**src/rtl/full_logic_pkg.sv**
```systemverilog
// Shared definitions for the full_logic destination-FIFO drain path.
package full_logic_pkg;

    localparam int   DATA_WIDTH = 6;
    localparam logic SRC_D0     = 1'b0;
    localparam logic SRC_D1     = 1'b1;
    // Bit of each word that encodes the destination it was routed to.
    localparam int   DEST_BIT   = 4;

    // Occupancy of the 2-entry output buffer; the encoding doubles as the count.
    typedef enum logic [1:0] {
        BUF_EMPTY = 2'd0,
        BUF_ONE   = 2'd1,
        BUF_FULL  = 2'd2
    } buf_state_e;

    function automatic logic [1:0] buf_occ(input buf_state_e s);
        return s;
    endfunction

endpackage

```
**src/rtl/full_logic_drain_skid_buf.sv**
```systemverilog
// drain_skid_buf: 2-entry synchronous buffer with registered head, used to
// absorb the one-cycle FIFO read latency in full_logic_drain.
//
//   state     | meaning
//   ----------+----------------------------------------------
//   BUF_EMPTY | no entries; head_q holds the last word out
//   BUF_ONE   | head_q valid, tail_q unused
//   BUF_FULL  | head_q and tail_q valid, tail_q is the newer
module drain_skid_buf
    import full_logic_pkg::*;
#(
    parameter int width = DATA_WIDTH + 1
) (
    input  logic             clk,
    input  logic             reset,
    input  logic             push_i,
    input  logic [width-1:0] din_i,
    input  logic             pop_i,
    output logic [1:0]       occ_o,
    output logic [width-1:0] head_o
);

    buf_state_e       state_q, state_d;
    logic [width-1:0] head_q, head_d;
    logic [width-1:0] tail_q, tail_d;

    // Next-state and data movement; push and pop in one edge keep occupancy
    // and preserve order (the newest word lands behind the existing one).
    always_comb begin
        state_d = state_q;
        head_d  = head_q;
        tail_d  = tail_q;
        unique case (state_q)
            BUF_EMPTY: begin
                if (push_i) begin
                    head_d  = din_i;
                    state_d = BUF_ONE;
                end
            end
            BUF_ONE: begin
                if (push_i && pop_i) begin
                    head_d = din_i;
                end else if (push_i) begin
                    tail_d  = din_i;
                    state_d = BUF_FULL;
                end else if (pop_i) begin
                    state_d = BUF_EMPTY;
                end
            end
            BUF_FULL: begin
                // A push without a pop here would overflow; the issue rule in
                // the top prevents it, so the word is simply not stored.
                if (pop_i) begin
                    head_d = tail_q;
                    if (push_i) begin
                        tail_d = din_i;
                    end else begin
                        state_d = BUF_ONE;
                    end
                end
            end
            default: begin
                state_d = BUF_EMPTY;
            end
        endcase
    end

    // State and storage registers with synchronous active-low reset.
    always_ff @(posedge clk) begin
        if (!reset) begin
            state_q <= BUF_EMPTY;
            head_q  <= '0;
            tail_q  <= '0;
        end else begin
            state_q <= state_d;
            head_q  <= head_d;
            tail_q  <= tail_d;
        end
    end

    assign occ_o  = buf_occ(state_q);
    assign head_o = head_q;

endmodule

```
**src/rtl/full_logic_drain.sv**
```systemverilog
// full_logic_drain: round-robin reader for the two full_logic destination
// FIFOs, delivering a single valid/ready stream tagged with the source.
// Optional routing check enabled by defining FULL_LOGIC_DRAIN_CHECK_EN.
module full_logic_drain
    import full_logic_pkg::*;
#(
    parameter int data_width  = DATA_WIDTH,
    parameter int count_width = 8
) (
    input  logic                   clk,
    input  logic                   reset,
    input  logic                   drain_en,
    input  logic                   empty_fifo_D0,
    input  logic                   empty_fifo_D1,
    input  logic [data_width-1:0]  data_out_D0,
    input  logic [data_width-1:0]  data_out_D1,
    output logic                   D0_pop,
    output logic                   D1_pop,
    input  logic                   sink_ready,
    output logic [data_width-1:0]  data_out,
    output logic                   data_valid,
    output logic                   src_id,
    output logic [count_width-1:0] count_D0,
    output logic [count_width-1:0] count_D1,
    output logic                   misroute
);

    localparam logic [count_width-1:0] CNT_ONE = 1;

    logic                   pend_valid_q, pend_valid_d;
    logic                   pend_src_q, pend_src_d;
    logic                   last_src_q, last_src_d;
    logic [count_width-1:0] count_D0_q, count_D0_d;
    logic [count_width-1:0] count_D1_q, count_D1_d;

    logic [1:0]             occ;
    logic [data_width:0]    head;
    logic [data_width-1:0]  cap_word;
    logic                   deq;
    logic [2:0]             level;
    logic                   pop_ok;

    assign data_valid = (occ != 2'd0);
    assign data_out   = head[data_width-1:0];
    assign src_id     = head[data_width];
    assign deq        = data_valid && sink_ready;

    // Words already committed (buffered plus in flight) minus the one leaving
    // this cycle must stay below 2 for a new pop to have a guaranteed slot.
    assign level  = {1'b0, occ} + {2'b00, pend_valid_q};
    assign pop_ok = drain_en && reset && (level < (3'd2 + {2'b00, deq}));

    // Round-robin pop selection: with both FIFOs ready, serve the one not
    // served last.
    always_comb begin
        D0_pop = 1'b0;
        D1_pop = 1'b0;
        if (pop_ok) begin
            if (!empty_fifo_D0 && !empty_fifo_D1) begin
                D0_pop = (last_src_q == SRC_D1);
                D1_pop = (last_src_q == SRC_D0);
            end else if (!empty_fifo_D0) begin
                D0_pop = 1'b1;
            end else if (!empty_fifo_D1) begin
                D1_pop = 1'b1;
            end
        end
    end

    // Word presented by the FIFO popped in the previous cycle.
    assign cap_word = (pend_src_q == SRC_D1) ? data_out_D1 : data_out_D0;

    // In-flight tracking, arbitration history and saturating delivery counters.
    always_comb begin
        pend_valid_d = D0_pop || D1_pop;
        pend_src_d   = D1_pop ? SRC_D1 : SRC_D0;
        last_src_d   = last_src_q;
        if (D0_pop) last_src_d = SRC_D0;
        if (D1_pop) last_src_d = SRC_D1;
        count_D0_d = count_D0_q;
        count_D1_d = count_D1_q;
        if (deq && (src_id == SRC_D0) && (count_D0_q != '1)) begin
            count_D0_d = count_D0_q + CNT_ONE;
        end
        if (deq && (src_id == SRC_D1) && (count_D1_q != '1)) begin
            count_D1_d = count_D1_q + CNT_ONE;
        end
    end

    // Control registers; reset drops any in-flight word.
    always_ff @(posedge clk) begin
        if (!reset) begin
            pend_valid_q <= 1'b0;
            pend_src_q   <= SRC_D0;
            last_src_q   <= SRC_D1;
            count_D0_q   <= '0;
            count_D1_q   <= '0;
        end else begin
            pend_valid_q <= pend_valid_d;
            pend_src_q   <= pend_src_d;
            last_src_q   <= last_src_d;
            count_D0_q   <= count_D0_d;
            count_D1_q   <= count_D1_d;
        end
    end

    assign count_D0 = count_D0_q;
    assign count_D1 = count_D1_q;

    drain_skid_buf #(
        .width (data_width + 1)
    ) u_buf (
        .clk    (clk),
        .reset  (reset),
        .push_i (pend_valid_q),
        .din_i  ({pend_src_q, cap_word}),
        .pop_i  (deq),
        .occ_o  (occ),
        .head_o (head)
    );

`ifdef FULL_LOGIC_DRAIN_CHECK_EN
    logic       misroute_q, misroute_d;
    logic [7:0] mis_cnt_q, mis_cnt_d;
    logic       mis_hit;

    assign mis_hit = pend_valid_q && (cap_word[DEST_BIT] != pend_src_q);

    // Sticky misroute flag and saturating mismatch count, kept for debug.
    always_comb begin
        misroute_d = misroute_q || mis_hit;
        mis_cnt_d  = mis_cnt_q;
        if (mis_hit && (mis_cnt_q != 8'hFF)) begin
            mis_cnt_d = mis_cnt_q + 8'd1;
        end
    end

    // Check registers.
    always_ff @(posedge clk) begin
        if (!reset) begin
            misroute_q <= 1'b0;
            mis_cnt_q  <= '0;
        end else begin
            misroute_q <= misroute_d;
            mis_cnt_q  <= mis_cnt_d;
        end
    end

    assign misroute = misroute_q;
`else
    assign misroute = 1'b0;
`endif

endmodule

```
**config.mk**
```make
export PLATFORM = sky130hd
export DESIGN_NAME = full_logic_drain
export DESIGN_NICKNAME = d
export VERILOG_FILES = /design/src/rtl/full_logic_pkg.sv /design/src/rtl/full_logic_drain_skid_buf.sv /design/src/rtl/full_logic_drain.sv
export SDC_FILE = /design/constraint.sdc
export NUM_CORES = 1
export LEC_CHECK = 0
export CORE_ASPECT_RATIO = 1.5
export CORE_UTILIZATION = 65
export CTS_CLUSTER_DIAMETER = 150
export DETAILED_ROUTE_END_ITERATION = 10
export DONT_BUFFER_PORTS = 1
export PLACE_DENSITY = 0.9
export SYNTH_ARGS = -nofsm -noshare
export SYNTH_HDL_FRONTEND = slang
export SYNTH_HIERARCHICAL = 1
export SYNTH_SLANG_ARGS = --single-unit
```
**constraint.sdc**
```tcl
create_clock -name clk -period 2.9 [get_ports clk]
set_clock_uncertainty 0.15 [all_clocks]
set_input_delay 0.58 -clock clk [delete_from_list [all_inputs] [get_ports clk]]
set_output_delay 0.58 -clock clk [all_outputs]
set_load 0.005 [all_outputs]
```
Word level (Yosys, flattened, before mapping)
Cells that the tools add are included.
{"block": "totals", "regBits": 35, "input_bits": 18, "elab_cells": 70}
{"block": "classes", "n_addsub": 4, "order_cmp": 1, "n_eq_ne": 10, "muxes": 24, "bitwise_logic": 3, "reduce_logical": 20}
{"op": "2-to-1 mux 7 bit", "count": 6}
{"op": "case mux 7 bit (3 select lines)", "count": 1}
{"op": "adder 8 x 1 -> 8 bit, second input constant", "count": 2}
{"op": "!= test 8 bit, second input constant", "count": 2}
{"op": "case mux 7 bit (2 select lines)", "count": 1}
{"op": "2-to-1 mux 2 bit", "count": 6}
{"op": "logical AND 1 bit", "count": 9}
{"op": "2-to-1 mux 1 bit", "count": 8}
{"op": "!= test 2 bit, second input constant", "count": 4}
{"op": "2-to-1 mux 6 bit", "count": 1}
{"op": "case mux 2 bit (3 select lines)", "count": 1}
{"op": "AND reduction 5 bit", "count": 1}
{"op": "AND reduction 4 bit", "count": 1}
{"op": "nonzero test 2 bit", "count": 2}
{"op": "adder 2 x 1 -> 3 bit", "count": 1}
{"op": "adder 2 x 1 -> 3 bit, first input constant", "count": 1}
{"op": "less-than comparator 3 bit", "count": 1}
{"op": "!= test 3 bit, second input constant", "count": 1}
{"op": "NOT 1 bit", "count": 3}
{"op": "AND reduction 3 bit", "count": 1}
{"op": "nonzero test 3 bit", "count": 1}
{"op": "== test 2 x 1 -> 1 bit, second input constant", "count": 1}
{"op": "== test 2 bit, second input constant", "count": 1}
{"op": "zero test 1 bit", "count": 2}
{"op": "4 further kinds", "count": 4}

Depth between registers and ports, before layout
Gate-level depths: netlist of run 1.
{"block": "depth", "depth_word": 7, "mapped_depth": 7}

Cells and area by module
The synthesis of run 1 kept the hierarchy.
{"mod": "full_logic_drain", "instances": 1, "cells_per_inst": 114, "area_per_inst_um2": 1078.5}
{"mod": "drain_skid_buf", "instances": 1, "cells_per_inst": 83, "area_per_inst_um2": 777.0}

Least setup slack after synthesis of run 1
OpenSTA, ideal clock, no wires.
{"block": "synth_path", "path_type": "reg-to-output", "from": "reg u_buf.state_q[0] (netlist: u_buf/occ_o[0])", "to": "out D0_pop", "arrival_time_ns": 1.367, "t_required_ns": 2.170, "setup_slack_ns": 0.803, "path_stages_with_launch": 6, "path_buffers": 0, "path_cell_list": "dfxtp_1 -> ha_1 -> ha_1 -> o21ai_1 -> nand4b_1 -> nor3_1"}
{"block": "synth_via", "elab_chain_cells": 6, "word_cells_on_any_way": 7}
{"item": "from (decl)", "line_no": "full_logic_drain_skid_buf.sv:23", "rtl": "buf_state_e state_q, state_d;"}
{"item": "from (signal assigned)", "line_no": "full_logic_drain_skid_buf.sv:75", "rtl": "state_q <= state_d;"}
{"item": "nonzero test 2 bit", "line_no": "full_logic_drain.sv:43", "rtl": "assign data_valid = (occ != 2'd0);"}
{"item": "logical AND 1 bit", "line_no": "full_logic_drain.sv:46", "rtl": "assign deq = data_valid && sink_ready;"}
{"item": "adder 2 x 1 -> 3 bit", "line_no": "full_logic_drain.sv:51", "rtl": "assign pop_ok = drain_en && reset && (level < (3'd2 + {2'b00, deq}));"}
{"item": "less-than comparator 3 bit (*)", "line_no": "full_logic_drain.sv:51"}
{"item": "logical AND 1 bit (*)", "line_no": "full_logic_drain.sv:51"}
{"item": "2-to-1 mux 1 bit (*)", "line_no": "full_logic_drain.sv:58", "rtl": "if (pop_ok) begin"}
{"item": "to (decl)", "line_no": "full_logic_drain.sv:17", "rtl": "output logic D0_pop,"}
Every way passes the cells marked *; elsewhere a longest branch is shown, timed or not.

Worst setup path in the final report of run 1
Ends and elaborated chain as after synthesis.

==> metrics.txt, run 1 <==
R2R setup slack 0.69 ns; Port Buf Inserts 0; r2r endpoint u_buf/tail_q[1]; CTS resizes 0; hpwl dp 2700 um; static leakage 0.757 nW; sequential power share 56.1%; relative slew slack 64.3%; Pint 0.697 mW; reg2reg start u_buf/occ_o[1]; via count of the first global-routing pass 1,422; dominant synthesized flop cell dfxtp_1; die boundary width 45.6 um; crit path to D0_pop; Final Hold Fails 0; sequential area share after synthesis 37.8%; storage element area 701 um^2; n_diodes 0; CP startpoint u_buf/occ_o[0]; Filler cells 211; reg2reg path depth 5; first-pass GRT wire length 5820 um; CTS root buffer clkbuf_8; DRT antenna net count 0; Setup TNS 0 ns; DRT Wirelength 3620 um; Vias 1,424; Fmax 381 MHz; pin count of the biggest net entering global routing 32; Cells after Synth 197; Clock Latency Late Sink 0.28 ns; multi-input logic area 1070 um^2; CTS sink cnt 35; slew at the pin with the worst max-slew slack 0.534 ns; met2 WL 2030 um; # rows 23; Die Y 67.4 um; clk slew on worst S/H paths 0.06 ns; synth unique cells 53; Via density 6.14; Synth Warn # 6; max-slew violations 0; wire per inst 15.6 um; # setup viols final 0; die footprint 3080 um^2; Remaining Overflow, GRT 0; core box area 2710 um^2; crit-path max FO 11; ratio of cells with drive above 1 in the final layout 12.3%; CTS Hold Bufs 0; Worst EP required 2.17 ns; Metal-1 WL 1390 um; combinational power share 8.0%; DRT Pass-1 Iters 4; crit start category flop; initial antenna violation count 0; DRC 0; crit end category output port; H-tree depth 2; # placed instances 224; Cell Area, Synth 1860 um^2; post-CTS setup buffers 0; GPL Wtd Cong 0.865; Worst VDD drop 374 uV; fin crit share 90.6%; number of top-level pins 45; PwrDens 475 nW/um^2; Max Cap Viol 0; NetSw 0.217 mW; Seq cells post-synth 35; routed wl met3 173 um; Syn Area/Cell 9.42 um^2; top layer in use met4; Initial Util 68.6%; final non-filler cell total 232; sw frac 23.7%; area grow syn2layout 3.78%; deepest clock path buffer count 2; Clock Power Share 35.8%; critical path class flop to output port; GRT Util Overall 25.9%; ys async rst share 0%; Post-layout nets 216; min-delay worst type input pin to flop; RSZ-0062 raised after global routing false; Post-synth EDFFs 0; TritonCTS clock tree yes; status completed; CP arrival 1.90 ns; post-layout minimum cycle time 2.63 ns; Net Count, Synth 219; Num CTS Buffers 5; violation count after the first detailed-route iteration 34
==> Yosys cell counts, drive strengths merged (2+ instances only) <==
library cell	n	share of area, %
dfxtp	35	38
nand2	22	4.5
mux2i	18	9.7
a211oi	16	6.7
nor2	14	2.8
clkbuf	6	1.2
mux2	6	3.6
nand2b	6	2.0
nand3	6	1.6
xnor2	6	2.8
inv	5	1.0
a21oi	4	1.1
buf	4	1.9
ha	4	2.7
o21ai	4	1.3
and4	3	1.6
nor3	3	0.81
o21a	3	1.2
a2111oi	2	2.3
a21o	2	0.81
and3	2	0.94
nor2b	2	0.67
o211ai	2	1.1
xor2	2	0.94
==> layer usage <==
metal  track usage (%)  vias up
li1                  -      709
met1              24.8      677
met2              47.0       34
met3              8.56        4
met4              13.3        0
met5                 0        -
==> registers in the layout, summed over array words and instances (netlist names) <==
register and cells:
count_D0 8, count_D1 8, last_src_q 1, pend_src_q 1
pend_valid_q 1, u_buf/head_o 7, u_buf/occ_o 2, u_buf/tail_q 7
==> how the worst min path moves through the flow <==
stage	from	to	slack [ns]	depth (start not counted)
2_1_floorplan	u_buf/tail_q[0]	u_buf/tail_q[0]	0.28	2
3_3_place_gp	u_buf/tail_q[1]	u_buf/tail_q[1]	0.29	2
3_5_place_dp	u_buf/tail_q[0]	u_buf/tail_q[0]	0.31	2
4_1_cts	empty_fifo_D1	pend_src_q	0.22	1
5_1_grt	empty_fifo_D1	pend_src_q	0.22	1
6_report	empty_fifo_D1	pend_src_q	0.23	1
==> layout by cell type (no fill, tap or decap), types with 4 or more instances in the layout <==
cell type,count
nand2_1,22
ha_1,4
nor2_1,14
nand3_1,6
mux2i_1,18
a21oi_1,4
inv_1,5
clkbuf_8,5
a211oi_1,15
dfxtp_1,35
nand2b_1,6
xnor2_1,6
mux2_2,6
==> layout make-up <==
cell class                      instances  area share (%)
Clock buffer                            7            3.96
Clock inverter                          1           0.260
Inverter                                6            1.17
Multi-Input combinational cell        146            55.8
Sequential cell                        35            36.4
Tap cell                               37            2.40
==> through the flow <==
step                      hold slack, ns  power, mW  worst slack, ns  cell area, um^2  util [%]
final                              0.230      0.914            0.272             1930      71.2
after global routing               0.220      0.954            0.146             1930      71.2
after CTS                          0.222      0.923            0.247             1930      71.2
after detailed placement           0.305      0.596            0.561             1840      68.2
after global placement             0.292      0.591            0.702             1840      68.2
after floorplan                    0.284      0.588            0.803             1860         -
==> kinds of logic (layout without fill, tap and decap cells) <==
group	after synthesis	count (layout)	synth area share, %
buf+inv	16	14	4.32
flops	35	35	37.8
compound gates	41	41	18.3
mux	24	24	13.4
fa+ha+maj	4	4	2.70
other cells	1	1	0.202
xor+xnor	8	8	3.78
simple gates	68	68	19.6
==> power by group through the flow <==
stage	logic (mW)	registers [mW]	clock network, mW
detailed placement	0.0725	0.524	0
global route	0.0807	0.515	0.359
global placement	0.0689	0.522	0
floorplan	0.0696	0.518	0
finish	0.0735	0.513	0.328
CTS	0.0729	0.513	0.337
==> worst max-delay path, stage by stage (launching register included) <==
cell and delay, ns:
dfxtp_1 0.52, ha_1 0.22, ha_1 0.22, o21ai_1 0.11
nand4b_1 0.23, nor3_1 0.32
Power figures use the tool's default switching activity.
==> run 2: changes to the inputs <==
--- a/config.mk
+++ b/config.mk
@@ -6,11 +6,11 @@
 export NUM_CORES = 1
 export LEC_CHECK = 0
 export CORE_ASPECT_RATIO = 1.5
-export CORE_UTILIZATION = 65
+export CORE_UTILIZATION = 62
 export CTS_CLUSTER_DIAMETER = 150
 export DETAILED_ROUTE_END_ITERATION = 10
 export DONT_BUFFER_PORTS = 1
-export PLACE_DENSITY = 0.9
+export PLACE_DENSITY = 0.87
 export SYNTH_ARGS = -nofsm -noshare
 export SYNTH_HDL_FRONTEND = slang
 export SYNTH_HIERARCHICAL = 1
==> constraint.sdc (replaced) <==
create_clock -name clk -period 3 [get_ports clk]
set_clock_uncertainty 0.15 [all_clocks]
set_input_delay 0.6 -clock clk [delete_from_list [all_inputs] [get_ports clk]]
set_output_delay 0.6 -clock clk [all_outputs]
set_load 0.005 [all_outputs]
==> run 2 against run 1 <==
  * Sequential share of layout area is 0.72 points lower
  * Power is 11% higher
  * Die area is 4.7% higher
  * First-iteration DRC count is 8.8% lower
  * Combinational power is 3.4% lower
  * Worst hold slack worse by 0.0022 ns
  * Critical path type unchanged
==> metrics.txt, run 2 (same netlist as run 1, synthesis figures left out) <==
status completed; sw frac 22.8% (-0.91 points); static leakage 0.776 nW (+2.5%); n_diodes 0 (unchanged); DRT Pass-1 Iters 6 (+2); crit start category flop; reg2reg path depth 5 (unchanged); wire per inst 15.7 um (+0.46%); TritonCTS clock tree yes; NetSw 0.230 mW (+6.3%); R2R setup slack 0.79 ns (+0.10 ns); crit end category output port; Filler cells 248 (+18%); Max Cap Viol 0 (unchanged); hpwl dp 2700 um (-0.15%); max-slew violations 0 (unchanged); crit-path max FO 11 (unchanged); area grow syn2layout 5.87%; sequential power share 49.0% (-7.1 points); CTS resizes 0 (unchanged); violation count after the first detailed-route iteration 31 (-8.8%); CP arrival 1.91 ns (about the same); clk slew on worst S/H paths 0.07 ns (about the same); DP Worst Slack 0.678 ns (+0.117 ns); PwrDens 514 nW/um^2 (+8.4%); Pint 0.780 mW (+12%); post-CTS setup buffers 0 (unchanged); hold path depth 1 (unchanged); combinational power share 7.0% (-1.0 points); deepest clock path buffer count 2 (unchanged); Vias 1,427 (+0.21%); first-pass GRT wire length 5930 um (+1.9%); die footprint 3220 um^2 (+4.7%); Hold Startpoint empty_fifo_D1; fin crit share 88.6%; Fmax 376 MHz; critical path class flop to output port; core box area 2880 um^2 (+6.6%); initial antenna violation count 0 (unchanged); Worst VDD drop 457 uV (+22%); min-delay worst type input pin to flop; total power 1.01 mW (+11%); Post-DP Area 1850 um^2 (+0.14%); most used cell, CP ha_1; ratio of cells with drive above 1 in the final layout 13.3% (+1.0 points); Layout Cell Area excl Fill 1960 um^2 (+2.0%); reg2reg start u_buf/occ_o[1]; Post-layout nets 216 (unchanged); GPL Wtd Cong 0.769 (-11%); # rows 24 (+4.3%); Final Hold Fails 0 (unchanged); CTS root buffer clkbuf_8; pin count of the biggest net entering global routing 32 (unchanged); relative slew slack 65.0% (+0.65 points); RSZ-0062 raised after global routing false; commonest cells after routing, fill and taps aside dfxtp_1 (35), nand2_1 (22), mux2i_1 (18), a211oi_1 (15), nor2_1 (14); critical path's slowest cell dfxtp_1; number of top-level pins 45 (unchanged); CTS sink cnt 35 (unchanged); GRT Util Overall 24.7% (-1.2 points); Setup TNS 0 ns (unchanged); Via density 6.10 (-0.65%); final setup margin 0.342 ns (+0.0702 ns); final non-filler cell total 234 (+0.86%); r2r endpoint u_buf/tail_q[1]; Num CTS Buffers 5 (unchanged); Die Y 69 um (+2.3%); Remaining Overflow, GRT 0 (unchanged); post-layout minimum cycle time 2.66 ns; slew at the pin with the worst max-slew slack 0.524 ns (-0.00974 ns); Worst EP required 2.25 ns (+0.08 ns); die boundary width 46.7 um (+2.3%); via count of the first global-routing pass 1,462 (+2.8%); # setup viols final 0 (unchanged); # placed instances 226 (+0.89%); CTS Hold Bufs 0 (unchanged); Clock Power Share 44.0% (+8.2 points); crit path to D1_pop; critical path's largest stage delay 0.53 ns (about the same); Clock Latency Late Sink 0.29 ns (about the same); DRC 0 (unchanged); CP Cell Sequence ha_1 -> ha_1 -> o21ai_1 -> nand4b_1 -> nor3_1; DRT Wirelength 3670 um (+1.3%); most common cell after layout, fill and taps aside dfxtp_1; Initial Util 64.4% (-4.2 points); CP startpoint u_buf/occ_o[0]; H-tree depth 2 (unchanged); DRT antenna net count 0 (unchanged); Port Buf Inserts 0 (unchanged)
-- run 2: cell types whose count changed in the layout (fill, tap and decap cells not counted) --
cell	change
clkbuf_1	-2
clkbuf_8	+1
bufinv_16	+1
-- run 2: layout make-up --
cell class	count	area [um^2]	share of cell area, %
clock buffers	6	82.6	4.20
well taps	39	48.8	2.48
multi-input cells	146	1070	54.7
inverters	6	22.5	1.15
flip-flops and latches	35	701	35.7
clock inverters	2	35.0	1.78
-- run 2: worst min path at each step --
stage	endpoint	slack (ns)
2_1_floorplan	u_buf/tail_q[0]	0.28
3_3_place_gp	u_buf/tail_q[3]	0.29
3_5_place_dp	u_buf/tail_q[4]	0.30
4_1_cts	pend_src_q	0.23
5_1_grt	pend_src_q	0.23
6_report	pend_src_q	0.23
-- run 2: critical path: cells and delay by family (launching register included) --
family | cells | cell delay, ns
flops | 1 | 0.53
compound gates | 1 | 0.10
simple gates | 2 | 0.54
fa+ha+maj | 2 | 0.44
-- run 2: layer usage --
layer	routed length, um	vias to the layer above	global-route usage (%)
li1	-	706	-
met1	1390	663	23.4
met2	1980	52	45.1
met3	252	6	7.85
met4	51	0	9.84
met5	0	-	0
-- run 2: through the flow --
stage / hold WS (ns) / util (%)
3_5_place_dp: 0.303 / 64.1
5_1_grt: 0.229 / 68.1
6_report: 0.227 / 68.1
3_3_place_gp: 0.292 / 64.1
4_1_cts: 0.229 / 68.1
2_1_floorplan: 0.284 / -
-- run 2: power groups by stage --
| stage | registers, mW | clock network, mW | logic [mW] |
|---|---|---|---|
| after floorplan | 0.501 | 0 | 0.0673 |
| after global routing | 0.498 | 0.464 | 0.0805 |
| final | 0.495 | 0.444 | 0.0710 |
| after CTS | 0.495 | 0.447 | 0.0705 |
| after global placement | 0.505 | 0 | 0.0666 |
| after detailed placement | 0.506 | 0 | 0.0701 |
==> run 3: changes to the inputs <==
--- a/config.mk
+++ b/config.mk
@@ -5,12 +5,14 @@
 export SDC_FILE = /design/constraint.sdc
 export NUM_CORES = 1
 export LEC_CHECK = 0
+export ABC_AREA = 1
 export CORE_ASPECT_RATIO = 1.5
 export CORE_UTILIZATION = 62
 export CTS_CLUSTER_DIAMETER = 150
 export DETAILED_ROUTE_END_ITERATION = 10
 export DONT_BUFFER_PORTS = 1
 export PLACE_DENSITY = 0.87
+export SLEW_MARGIN = 10
 export SYNTH_ARGS = -nofsm -noshare
 export SYNTH_HDL_FRONTEND = slang
 export SYNTH_HIERARCHICAL = 1
==> run 3 against run 2 <==
  * Flip-flop and latch count did not move
  * Cell area rose by 6.7%
  * Count of clock-buffer cells in the layout fell by 1
  * Worst hold slack improved by 0.028 ns
  * Critical endpoint unchanged
  * Largest power group unchanged
==> metrics.txt, run 3 <==
CP arrival 1.44 ns (-0.47 ns); Worst EP required 2.25 ns (about the same); DRT Pass-1 Iters 4 (-2); Clock Latency Late Sink 0.29 ns (about the same); core box area 3000 um^2 (+4.2%); Syn Area/Cell 6.52 um^2 (-31%); Num CTS Buffers 5 (unchanged); PwrDens 442 nW/um^2 (-14%); critical path class flop to output port; storage element area 701 um^2 (unchanged); Cell Area, Synth 2000 um^2 (+7.9%); post-CTS setup buffers 0 (unchanged); # placed instances 340 (+50%); CTS Hold Bufs 0 (unchanged); most common cell after layout, fill and taps aside nand2_1; # setup viols final 0 (unchanged); wire per inst 11.2 um (-29%); CTS root buffer clkbuf_8; crit-path max FO 5 (-6); # rows 24 (unchanged); GPL Wtd Cong 0.876 (+14%); Net Count, Synth 329 (+50%); multi-input logic area 1110 um^2 (+3.1%); Setup TNS 0 ns (unchanged); Worst VDD drop 402 uV (-12%); GRT Util Overall 26.2% (+1.5 points); R2R setup slack 1.38 ns (+0.59 ns); hpwl dp 2870 um (+6.5%); Fmax 456 MHz (+21%); combinational power share 10.3% (+3.3 points); Initial Util 66.7% (+2.3 points); slew at the pin with the worst max-slew slack 0.520 ns (-0.00362 ns); Seq cells post-synth 35 (unchanged); Cells after Synth 307 (+56%); deepest clock path buffer count 2 (unchanged); sequential power share 53.9% (+4.9 points); area grow syn2layout 4.69%; area share of the largest cell type after synthesis 35.0% (-2.8 points); violation count after the first detailed-route iteration 51 (+65%); Pint 0.677 mW (-13%); DRT Wirelength 3900 um (+6.2%); CTS resizes 0 (unchanged); sequential area share after synthesis 35.0% (-2.8 points); Vias 1,820 (+28%); post-layout minimum cycle time 2.19 ns (-0.464 ns); TritonCTS clock tree yes; Remaining Overflow, GRT 0 (unchanged); synth cell count leaders nand2_1 (84), nor2_1 (56), inv_1 (39); Synth Warn # 6 (unchanged); n_diodes 0 (unchanged); clk slew on worst S/H paths 0.06 ns (about the same); commonest cells after routing, fill and taps aside nand2_1 (84), nor2_1 (56), inv_1 (39), dfxtp_1 (35), nand3_1 (25); pin count of the biggest net entering global routing 26 (-19%); DRC 0 (unchanged); cell taking the most area after synthesis dfxtp_1; NetSw 0.250 mW (+8.5%); sw frac 27.0% (+4.2 points); Via density 5.23 (-14%); fin crit share 73.1% (-15 points); via count of the first global-routing pass 1,767 (+21%); Port Buf Inserts 0 (unchanged); min-delay worst type input pin to flop; first-pass GRT wire length 7090 um (+19%); number of top-level pins 45 (unchanged); Filler cells 277 (+12%); initial antenna violation count 0 (unchanged); synth top area cells dfxtp_1 (35%), nand2_1 (16%), nor2_1 (11%), inv_1 (7.3%), nand3_1 (6.3%); crit end category output port; Max Cap Viol 0 (unchanged); crit start category flop; H-tree depth 2 (unchanged); ratio of cells with drive above 1 in the final layout 9.71% (-3.6 points); status completed; most common cell in the netlist nand2_1; final core occ 69.8% (+1.6 points); ys async rst share 0% (unchanged); RSZ-0062 raised after global routing false; Die Y 71.6 um (+3.8%); die footprint 3460 um^2 (+7.6%); Clock Power Share 35.7% (-8.3 points); max-slew violations 0 (unchanged); CTS sink cnt 35 (unchanged); static leakage 0.935 nW (+21%); synth unique cells 25 (-53%); DRT antenna net count 0 (unchanged); Final Hold Fails 0 (unchanged); final non-filler cell total 348 (+49%); Post-synth EDFFs 0 (unchanged); relative slew slack 65.1% (+0.081 points); Post-layout nets 330 (+53%); die boundary width 48.4 um (+3.7%); dominant synthesized flop cell dfxtp_1
-- run 3: changes by cell type in the layout (fill, tap and decap cells not counted), sizes merged, moves of 4 or more --
cell / change
mux2i: -18
inv: +35
nand2: +70
nor2: +47
nand3: +20
o21ai: +9
a21oi: +9
xnor2: -6
xor2: +4
a211oi: -16
nand2b: -6
-- run 3: stage by stage --
stage          hold slack (ns)  power, mW  cell area [um^2]  setup slack [ns]
3_3_place_gp             0.299      0.603              2010              1.14
2_1_floorplan            0.279      0.592              2000              1.14
3_5_place_dp             0.319      0.607              2010              1.10
6_report                 0.255      0.927              2100             0.806
4_1_cts                  0.241      0.934              2100             0.785
5_1_grt                  0.238      0.971              2100             0.666
-- run 3: power groups by stage --
stage | Clock (mW) | Combinational (mW) | Sequential, mW
2_1_floorplan | 0 | 0.0864 | 0.505
6_report | 0.331 | 0.0958 | 0.500
5_1_grt | 0.357 | 0.112 | 0.503
3_5_place_dp | 0 | 0.0956 | 0.511
3_3_place_gp | 0 | 0.0936 | 0.510
4_1_cts | 0.338 | 0.0963 | 0.500
-- run 3: area by class of cell --
type / count / share of cell area (%)
inverters: 41 / 7.34
flip-flops and latches: 35 / 33.4
well taps: 39 / 2.33
clock buffers: 5 / 3.28
clock inverters: 3 / 0.716
multi-input cells: 225 / 52.9
-- run 3: path summary, 6_finish.rpt --
kind	start	end	cells past startpoint
min reg2reg	last_src_q	last_src_q	2
min	reset	last_src_q	1
max reg2reg	u_buf/occ_o[0]	u_buf/head_o[2]	10
max	u_buf/occ_o[0]	D1_pop	5
-- run 3: critical path, stage by stage (launching register included) --
cell and delay [ns]:
dfxtp_1 0.43, ha_1 0.20, ha_1 0.22, nand2_1 0.08
nand3_1 0.13, inv_1 0.10
-- run 3: metal layers --
metal  up-vias  GRT usage (%)  part of all wire, %
li1        948              -                    -
met1       819           25.8                   41
met2        47           49.6                   52
met3         6           7.64                  5.7
met4         0           12.7                  1.1
met5         -              0                    0
-- run 3: kinds of logic after synthesis --
logic type / after synthesis / synth area share, %
compound gates: 26 / 6.69
xor+xnor: 6 / 2.62
fa+ha+maj: 4 / 2.50
buf+inv: 47 / 9.62
flops: 35 / 35.0
mux: 6 / 3.37
other cells: 1 / 0.187
simple gates: 182 / 40.0
